===== config.mk =====
export PLATFORM = sky130hd
export DESIGN_NAME = uart_tx
export DESIGN_NICKNAME = d
export VERILOG_FILES = /design/src/rtl/uart_pkg.sv /design/src/rtl/uart_baud_gen.sv /design/src/rtl/uart_tx.sv
export SDC_FILE = /design/constraint.sdc
export NUM_CORES = 1
export LEC_CHECK = 0
export BUFFER_PORTS_ARGS = -buffer_cell sky130_fd_sc_hd__buf_2
export CAP_MARGIN = 25
export CORE_MARGIN = 4
export CORE_UTILIZATION = 50
export CTS_CLUSTER_DIAMETER = 200
export DETAILED_ROUTE_END_ITERATION = 12
export PLACE_DENSITY = 0.71
export REMOVE_ABC_BUFFERS = 1
export SLEW_MARGIN = 0
export SYNTH_ARGS = -nofsm -noshare
export SYNTH_HDL_FRONTEND = slang
export SYNTH_SLANG_ARGS = --single-unit

===== constraint.sdc =====
create_clock -name sysclk -period 2.2 [get_ports sysclk]
set_clock_uncertainty 0.15 [all_clocks]
set_input_delay 0.44 -clock sysclk [delete_from_list [all_inputs] [get_ports sysclk]]
set_output_delay 0.44 -clock sysclk [all_outputs]
set_load 0.1 [all_outputs]

===== src/rtl/uart_pkg.sv =====
// rtl/uart_pkg.sv - shared types and constants for the UART transmitter
//
// Purpose : FSM state encoding, baud counter width and the baud-select to
//           clocks-per-bit mapping used by uart_tx and uart_baud_gen.
// Ports   : none (package).
// Config  : UART_TX_PARITY_EN (consumed in uart_tx; the PARITY encoding is
//           always present so both builds share one state type).

package uart_pkg;

    // Wide enough for the slowest rate: CPB = 16 << 7 = 2048, counts 0..2047.
    localparam int BAUD_CNT_W = 11;

    typedef enum logic [2:0] {
        ST_IDLE   = 3'd0,
        ST_START  = 3'd1,
        ST_DATA   = 3'd2,
        ST_STOP   = 3'd3,
        ST_PARITY = 3'd4
    } uart_state_e;

    // Clocks per bit for a baud select code: 16 << br.
    function automatic logic [BAUD_CNT_W:0] cpb_from_br(input logic [2:0] br);
        logic [BAUD_CNT_W:0] cpb;
        cpb = 12'd16 << br;
        return cpb;
    endfunction

    // Terminal count of the baud counter (CPB-1). Computed one bit wider so
    // that br=7 (2048) does not wrap to zero before the subtraction.
    function automatic logic [BAUD_CNT_W-1:0] cpb_last(input logic [2:0] br);
        logic [BAUD_CNT_W:0] last;
        last = cpb_from_br(br) - 12'd1;
        return last[BAUD_CNT_W-1:0];
    endfunction

endpackage : uart_pkg


===== src/rtl/uart_baud_gen.sv =====
// rtl/uart_baud_gen.sv - bit-period counter producing a one-cycle bit tick
//
// Purpose : counts 0..CPB-1 and wraps; bit_tick_o marks the last cycle of
//           every bit period. clear_i holds the count at zero so that the
//           first bit of a frame starts a full period from the start edge.
// Ports   : clk_i       system clock, rising edge
//           rst_i       asynchronous active-high reset
//           clear_i     synchronous clear (count forced to 0)
//           br_i [2:0]  baud select, CPB = 16 << br_i
//           bit_tick_o  high while count == CPB-1

module uart_baud_gen
    import uart_pkg::*;
(
    input  logic       clk_i,
    input  logic       rst_i,
    input  logic       clear_i,
    input  logic [2:0] br_i,
    output logic       bit_tick_o
);

    logic [BAUD_CNT_W-1:0] count_q;
    logic [BAUD_CNT_W-1:0] count_d;
    logic [BAUD_CNT_W-1:0] count_last;

    assign count_last = cpb_last(br_i);
    assign bit_tick_o = !clear_i && (count_q == count_last);

    always_comb begin
        count_d = count_q;
        if (clear_i) begin
            count_d = '0;
        end else if (count_q == count_last) begin
            count_d = '0;
        end else begin
            count_d = count_q + 11'd1;
        end
    end

    always_ff @(posedge clk_i or posedge rst_i) begin
        if (rst_i) begin
            count_q <= '0;
        end else begin
            count_q <= count_d;
        end
    end

endmodule : uart_baud_gen


===== src/rtl/uart_tx.sv =====
// rtl/uart_tx.sv - parameterised UART transmitter, 8N1 by default, LSB first
//
// Purpose : latches DBUS on a start request and shifts out start bit, data
//           bits (LSB first), optional even parity, and stop bit on txd.
//           txd_doneH pulses for the final cycle of the stop bit.
// Ports   : sysclk      system clock, rising edge
//           rst_n       asynchronous reset, ACTIVE-HIGH despite the name
//           DBUS        parallel data, sampled only when a frame starts
//           txd_startH  level-sensitive start request, ignored while busy
//           txd         serial output, idle/mark = 1
//           txd_doneH   one-cycle pulse at end of stop bit
// Params  : data_bits (5..9), transmitted_bit_counter_bits, br (CPB=16<<br)
// Config  : UART_TX_PARITY_EN inserts an even-parity bit before the stop bit.

module uart_tx
    import uart_pkg::*;
#(
    parameter int         data_bits                    = 8,
    parameter int         transmitted_bit_counter_bits = 4,
    parameter logic [2:0] br                           = 3'b000
) (
    input  logic                 sysclk,
    input  logic                 rst_n,
    input  logic [data_bits-1:0] DBUS,
    input  logic                 txd_startH,
    output logic                 txd,
    output logic                 txd_doneH
);

    localparam int CNT_W = transmitted_bit_counter_bits;

    // Bit counter value while the last data bit is on the line: the start
    // bit is counted as bit 0, so data bit i is on the line at count i+1.
    localparam logic [CNT_W-1:0] LAST_DATA_CNT = CNT_W'(data_bits);

    uart_state_e            state_q,  state_d;
    logic [data_bits-1:0]   shift_q,  shift_d;
    logic [CNT_W-1:0]       bit_cnt_q, bit_cnt_d;
    logic                   parity_q, parity_d;
    logic                   txd_q,    txd_d;

    logic                   baud_clear;
    logic                   bit_tick;

    uart_baud_gen u_baud_gen (
        .clk_i      (sysclk),
        .rst_i      (rst_n),
        .clear_i    (baud_clear),
        .br_i       (br),
        .bit_tick_o (bit_tick)
    );

    always_comb begin
        state_d    = state_q;
        shift_d    = shift_q;
        bit_cnt_d  = bit_cnt_q;
        parity_d   = parity_q;
        baud_clear = 1'b0;
        txd_doneH  = 1'b0;

        case (state_q)
            ST_IDLE: begin
                // Counter held at zero so START gets a full CPB from the
                // edge that samples the request.
                baud_clear = 1'b1;
                bit_cnt_d  = '0;
                if (txd_startH) begin
                    shift_d  = DBUS;
                    parity_d = ^DBUS;
                    state_d  = ST_START;
                end
            end

            ST_START: begin
                if (bit_tick) begin
                    bit_cnt_d = bit_cnt_q + CNT_W'(1);
                    state_d   = ST_DATA;
                end
            end

            ST_DATA: begin
                if (bit_tick) begin
                    shift_d   = shift_q >> 1;
                    bit_cnt_d = bit_cnt_q + CNT_W'(1);
                    if (bit_cnt_q == LAST_DATA_CNT) begin
`ifdef UART_TX_PARITY_EN
                        state_d = ST_PARITY;
`else
                        state_d = ST_STOP;
`endif
                    end
                end
            end

            ST_PARITY: begin
                if (bit_tick) begin
                    bit_cnt_d = bit_cnt_q + CNT_W'(1);
                    state_d   = ST_STOP;
                end
            end

            ST_STOP: begin
                if (bit_tick) begin
                    txd_doneH = 1'b1;
                    bit_cnt_d = '0;
                    state_d   = ST_IDLE;
                end
            end

            default: begin
                state_d = ST_IDLE;
            end
        endcase

        // txd is registered from the next state so the line is glitch-free
        // and changes on the same edge as the state.
        case (state_d)
            ST_START:  txd_d = 1'b0;
            ST_DATA:   txd_d = shift_d[0];
            ST_PARITY: txd_d = parity_d;
            default:   txd_d = 1'b1;
        endcase
    end

    always_ff @(posedge sysclk or posedge rst_n) begin
        if (rst_n) begin
            state_q   <= ST_IDLE;
            shift_q   <= '0;
            bit_cnt_q <= '0;
            parity_q  <= 1'b0;
            txd_q     <= 1'b1;
        end else begin
            state_q   <= state_d;
            shift_q   <= shift_d;
            bit_cnt_q <= bit_cnt_d;
            parity_q  <= parity_d;
            txd_q     <= txd_d;
        end
    end

    assign txd = txd_q;

endmodule : uart_tx


=== Word level (Yosys, flattened, before mapping) ===
Cells that the tools add are included.

* Reduce and logical (&&, ||, !) cells: 9
* $add $sub $neg: 2
* Multiplexer cells: 21
* Equality and inequality tests: 13

{| class="wikitable"
|+ Operators by type and width
! kind !! count
|-
| two-way mux 11 bit || 2
|-
| two-way mux 3 bit || 6
|-
| two-way mux 8 bit || 2
|-
| case mux 8 bit (2 select lines) || 1
|-
| case mux 3 bit (5 select lines) || 1
|-
| case mux 4 bit (3 select lines) || 1
|-
| adder 11 x 1 -> 11 bit (second input constant) || 1
|-
| equality test 11 x 4 -> 1 bit (second input constant) || 1
|-
| equality test 3 x 2 -> 1 bit (second input constant) || 3
|-
| two-way mux 4 bit || 2
|-
| XOR reduction 8 bit || 1
|-
| equality test 3 x 1 -> 1 bit (second input constant) || 2
|-
| equality test 3 bit (second input constant) || 2
|-
| inequality test 2 bit (second input constant) || 3
|-
| AND reduction 3 bit || 2
|-
| two-way mux 1 bit || 5
|-
| adder 4 x 1 -> 4 bit (second input constant) || 1
|-
| equality test 4 bit (second input constant) || 1
|-
| logical NOT 3 bit || 1
|-
| case mux 1 bit (3 select lines) || 1
|-
| nonzero test 3 bit || 1
|-
| OR reduction 3 bit || 1
|-
| inequality test 2 x 1 -> 1 bit (second input constant) || 1
|-
| nonzero test 2 bit || 1
|-
| 2 further kinds || 2
|}

* Flip-flop bits (word level): 28
* Logic and storage cells: 52
* Input port bits: 11
* Output and inout bits: 2

=== Longest topological paths before layout ===
* Depth in word-level cells: 8
* Depth in mapped cells: 7
* Mapped depth without buffers: 6

=== Cells and area by module ===
A second synthesis with hierarchy kept.

* Cells, all modules: 184
* Area, all modules: 1,739.2 sq um

{| class="wikitable"
|+ Modules (own cells, without submodules)
! module !! instances !! cells each !! area an instance (sq um) !! seq. area each (sq um)
|-
| uart_tx || 1 || 103 || 983.4 || 426.7
|-
| uart_baud_gen || 1 || 81 || 755.7 || 275.3
|}

=== Least setup slack after synthesis ===
No wires, ideal clock.

* Kind: reg2out
* Start point: reg u_baud_gen.count_q[4]
* End point: out txd_doneH
* Path slack: -0.614 ns
* Stages on the path, launching flop included: 5
* Data arrival time: 2.224 ns
* Path buffers: 1
* Required time: 1.610 ns
* Path through: dfrtp_1 -> or4_4 -> nor3_1 -> clkbuf_1 -> and3_1

* Longest elaborated chain between the ends: 4

{| class="wikitable"
|+ Ends and longest elaborated chain
! item !! RTL line !! RTL
|-
| start: declaration || uart_baud_gen.sv:22 || <nowiki>logic [BAUD_CNT_W-1:0] count_q;</nowiki>
|-
| start signal: assignment || uart_baud_gen.sv:44 || <nowiki>count_q <= count_d;</nowiki>
|-
| equality test 11 x 4 -> 1 bit || uart_baud_gen.sv:27 || <nowiki>assign bit_tick_o = !clear_i && (count_q == count_last);</nowiki>
|-
| logical AND 1 bit || uart_baud_gen.sv:27 ||
|-
| two-way mux 1 bit || uart_tx.sv:103 || <nowiki>if (bit_tick) begin</nowiki>
|-
| two-way mux 1 bit || uart_tx.sv:61 || <nowiki>case (state_q)</nowiki>
|-
| end: declaration || uart_tx.sv:27 || <nowiki>output logic txd_doneH</nowiki>
|}

Every way passes these cells.

=== Final worst setup path ===
* Start point: reg u_baud_gen.count_q[8]
* End point: reg txd_q (netlist: txd)

* Longest elaborated chain between the ends: 6
* Elaborated cells on any way between the ends: 13

{| class="wikitable"
|+ Ends and longest elaborated chain
! item !! RTL line !! RTL
|-
| equality test 11 x 4 -> 1 bit * || uart_baud_gen.sv:27 ||
|-
| logical AND 1 bit * || uart_baud_gen.sv:27 ||
|-
| two-way mux 3 bit, on equally long branches || -- ||
|-
| case mux 3 bit (5 select lines) * || uart_tx.sv:61 ||
|-
| net state_d[0] || uart_tx.sv:36 || <nowiki>uart_state_e state_q, state_d;</nowiki>
|-
| equality test 3 bit, or another cell as far along || uart_tx.sv:117 || <nowiki>case (state_d)</nowiki>
|-
| case mux 1 bit (3 select lines) * || uart_tx.sv:117 ||
|-
| net txd_d || uart_tx.sv:40 || <nowiki>logic txd_q, txd_d;</nowiki>
|-
| end signal: assignment || uart_tx.sv:137 || <nowiki>txd_q <= txd_d;</nowiki>
|-
| end: declaration || uart_tx.sv:40 ||
|}

The timed path passes the listed nets; every way through them passes the cells marked *. The select of a mux whose other input is x is not followed.
A chain may end at the register's enable or synchronous reset.

==> results.tsv <==
metric	value	unit
stdcell_area	0.001943	mm2
yosysUniqueCellTypes	37	
post-route-util	68.69	%
grt_pass1_wl	5.451	mm
die_width	62.98	um
syn_avg_cell_area	9.447	um2
hp-class	input port to register	
peakVddDrop	592.0	uV
outcome	finished, violations left	
crit_start	u_baud_gen.count_q[8]	
antenna_cells	0	
finalCriticalPeriod	2416	ps
hold_viol	0	
crit_end	txd	
rsz0062_at_grt	yes	
cp_cell_sequence	or4_4 > buf_4 > buf_6 > or3_4 > a311o_1 > o31a_1	
cp.depth	6	
reg2reg_from	u_baud_gen.count_q[8]	
clk_pin_slew	150	ps
cp.required	2330	ps
tightestPinTransition	486.4	ps
total_power	2.033	mW
worst_r2r_path_depth	6	
place_area	0.001717	mm2
critical_path_arrival	2550	ps
drtIter0Drc	138	
grtUsageTotal	16.71	%
start_kind	register	
grt_max_degree	29	
ioPinCount	13	
seq_area_frac_synth	46.44	%
dp_hpwl	2.272	mm
gr-total-overflow	0	
path_class	register to register	
power_leakage	0.9131	nW
antenna_left	0	
coreArea	0.002829	mm2
final_cells	226	
violations	setup timing	
fp.dieH	62.98	um
fmax	0.4139	GHz
synth_area_leaders	dfrtp_1 (45%), xnor2_1 (7.5%), nand2_1 (5.0%)	
cts_buffers	3	
drive_gt1_share	30.77	%
h-tree-depth	1	
powerDensity	1046	mW/mm2
clock-sinks	28	
synthCells	160	
period_share	109.8	%
end_kind	register	
clk_path_buf_depth	2	
synth_area	0.001511	mm2
synth_warnings	0	
antenna_found_initial	0	
clock_latency	330	ps
dp_cells	213	
hp-start	DBUS[4]	
cts-root-buf	clkbuf_4	
ys_ff_latch	28	
r2r_end	txd	
worst-path-buf-inv	2	
synthToLayoutAreaGrowth	28.56	%
cap_viol_max_count	0	
slowest_delay	560	ps
nets	210	
wl	3.364	mm
slew_violations	0	
synth_top_area_share	44.70	%
die_area	0.003966	mm2
io_buffer_count	12	
synth_top_cell_by_area	dfrtp_1	
vias	1273	
drt_pass1_iterations	4	
regToRegSetupSlack	-220	ps
critPathTopFamily	simple AND/OR/NAND/NOR gates	
route.detailed.drc	0	
avgRoutedWirePerCell	14.88	um
setup_ws	-215.9	ps
via_per_inst	5.633	
cpMaxStageDelayCell	or4_4	
crit_fanout	4	
grt_pass1_vias	1274	
gp_congestion	0.8575	
cts_tree	built	
slew_headroom	67.79	%
row_count	19	
setup_violations	19	
initial_core_util	53.43	%
[area by class of cell]
class / count / area (um2)
clock buffer: 3 / 22.52
clock inverter: 1 / 30.03
fill: 213 / 885.9
inverter: 6 / 22.52
multi-input combinational: 119 / 828.3
sequential: 28 / 701.9
tap: 31 / 38.79
timing repair buffer: 38 / 299.0
[metal layers]
layer	up-vias	part of all wire (%)	track usage [%]
li1	630	-	-
met1	620	45	20.90
met2	17	51	29.64
met3	6	2.0	1.978
met4	0	1.3	5.510
met5	-	0	0
[layout by cell type, fill, tap and decap left out, types with 2 or more instances in the layout]
| cell | Yosys | final |
|---|---|---|
| and3_1 | 8 | 7 |
| dfrtp_1 | 27 | 27 |
| xnor2_1 | 13 | 13 |
| buf_2 | 2 | 11 |
| o21ai_4 | 0 | 2 |
| a21oi_1 | 6 | 4 |
| o21ai_2 | 0 | 2 |
| ha_1 | 3 | 3 |
| or3_4 | 2 | 2 |
| clkbuf_4 | 0 | 3 |
| a31oi_1 | 4 | 4 |
| xor2_1 | 3 | 3 |
| a21oi_2 | 0 | 2 |
| nand3_1 | 3 | 3 |
| o21a_1 | 2 | 2 |
| o21ai_0 | 9 | 4 |
| inv_1 | 6 | 6 |
| nand2_1 | 20 | 20 |
| buf_4 | 0 | 19 |
| a22oi_1 | 6 | 6 |
| buf_6 | 1 | 5 |
| nor2_1 | 20 | 19 |
[sequential cells by signal, indices dropped and copies added (netlist names)]
name / flops
u_baud_gen.count_q: 11
state_q: 3
parity_q: 1
shift_q: 8
txd: 1
bit_cnt_q: 4
[Yosys cell counts]
cell and count:
buf_6 1, o21a_1 2, a311o_1 1, a311oi_1 1, or2_2 1, o211a_1 1
clkbuf_1 4, nor4_4 1, nor3b_1 1, o2111ai_1 1, nand3_1 3, a22oi_1 6
xnor2_1 13, ha_1 3, or4_4 1, and3_2 1, a2111oi_0 1, o311a_2 1
or3_4 2, a22o_1 1, and3_1 8, buf_2 2, o21ai_0 9, nand4b_1 1
a21oi_1 6, o31a_1 1, a31oi_1 4, xor2_1 3, a21o_1 1, dfstp_2 1
nand2_1 20, nor3_1 3, or3b_1 1, dfrtp_1 27, inv_1 6, nor2_1 20
nor2b_1 1
[logic make-up (layout without fill, tap and decap cells)]
group	Yosys count	after routing	share of synthesized area, %
XOR/XNOR	16	16	9.272
buffers and inverters	13	48	3.890
AO/OA/AOI/OAI	36	36	16.06
AND/OR/NAND/NOR	64	64	21.85
adder cells (fa/ha/maj)	3	3	2.484
flip-flops	28	28	46.44
[where the power goes]
group | internal (mW) | switching [mW] | leakage, nW
combinational | 0.407 | 0.474 | 0.531
sequential | 0.690 | 0.126 | 0.354
clock | 0.184 | 0.151 | 0.0279
[how the worst min path moves through the flow]
stage | depth (start not counted) | to
after floorplan | 1 | u_baud_gen.count_q[0]
after global placement | 1 | u_baud_gen.count_q[0]
after detailed placement | 1 | u_baud_gen.count_q[0]
after CTS | 3 | shift_q[1]
after global routing | 3 | shift_q[1]
final | 3 | shift_q[4]
[timing repair]
item                                    in CTS  in global routing
buffers inserted                             5                  3
resized for setup                           11                 19
hold endpoints to repair                    15                  0
cloned                                       0                  1
endpoints found under the setup margin       2                 25
hold buffers                                 1                  0
pin swaps                                    6                  3
[through the flow]
| step | hold WS, ps | worst slack, ps | setup TNS, ps |
|---|---|---|---|
| finish | 198.8 | -215.9 | -2081 |
| global route | 173.4 | -300.2 | -3276 |
| CTS | 194.5 | -211.5 | -1142 |
| detailed placement | 300.4 | 1.152 | 0 |
| global placement | 291.6 | 27.22 | 0 |
| floorplan | 274.4 | -817.5 | -1160 |
[worst register-to-register path, stage by stage, from the launching register on]
cell and delay (ps):
dfrtp_1 410, or4_4 560, buf_4 160, buf_6 110, or3_4 400, a311o_1 340, o31a_1 250
Note: power is estimated with default switching activity, not from simulation.
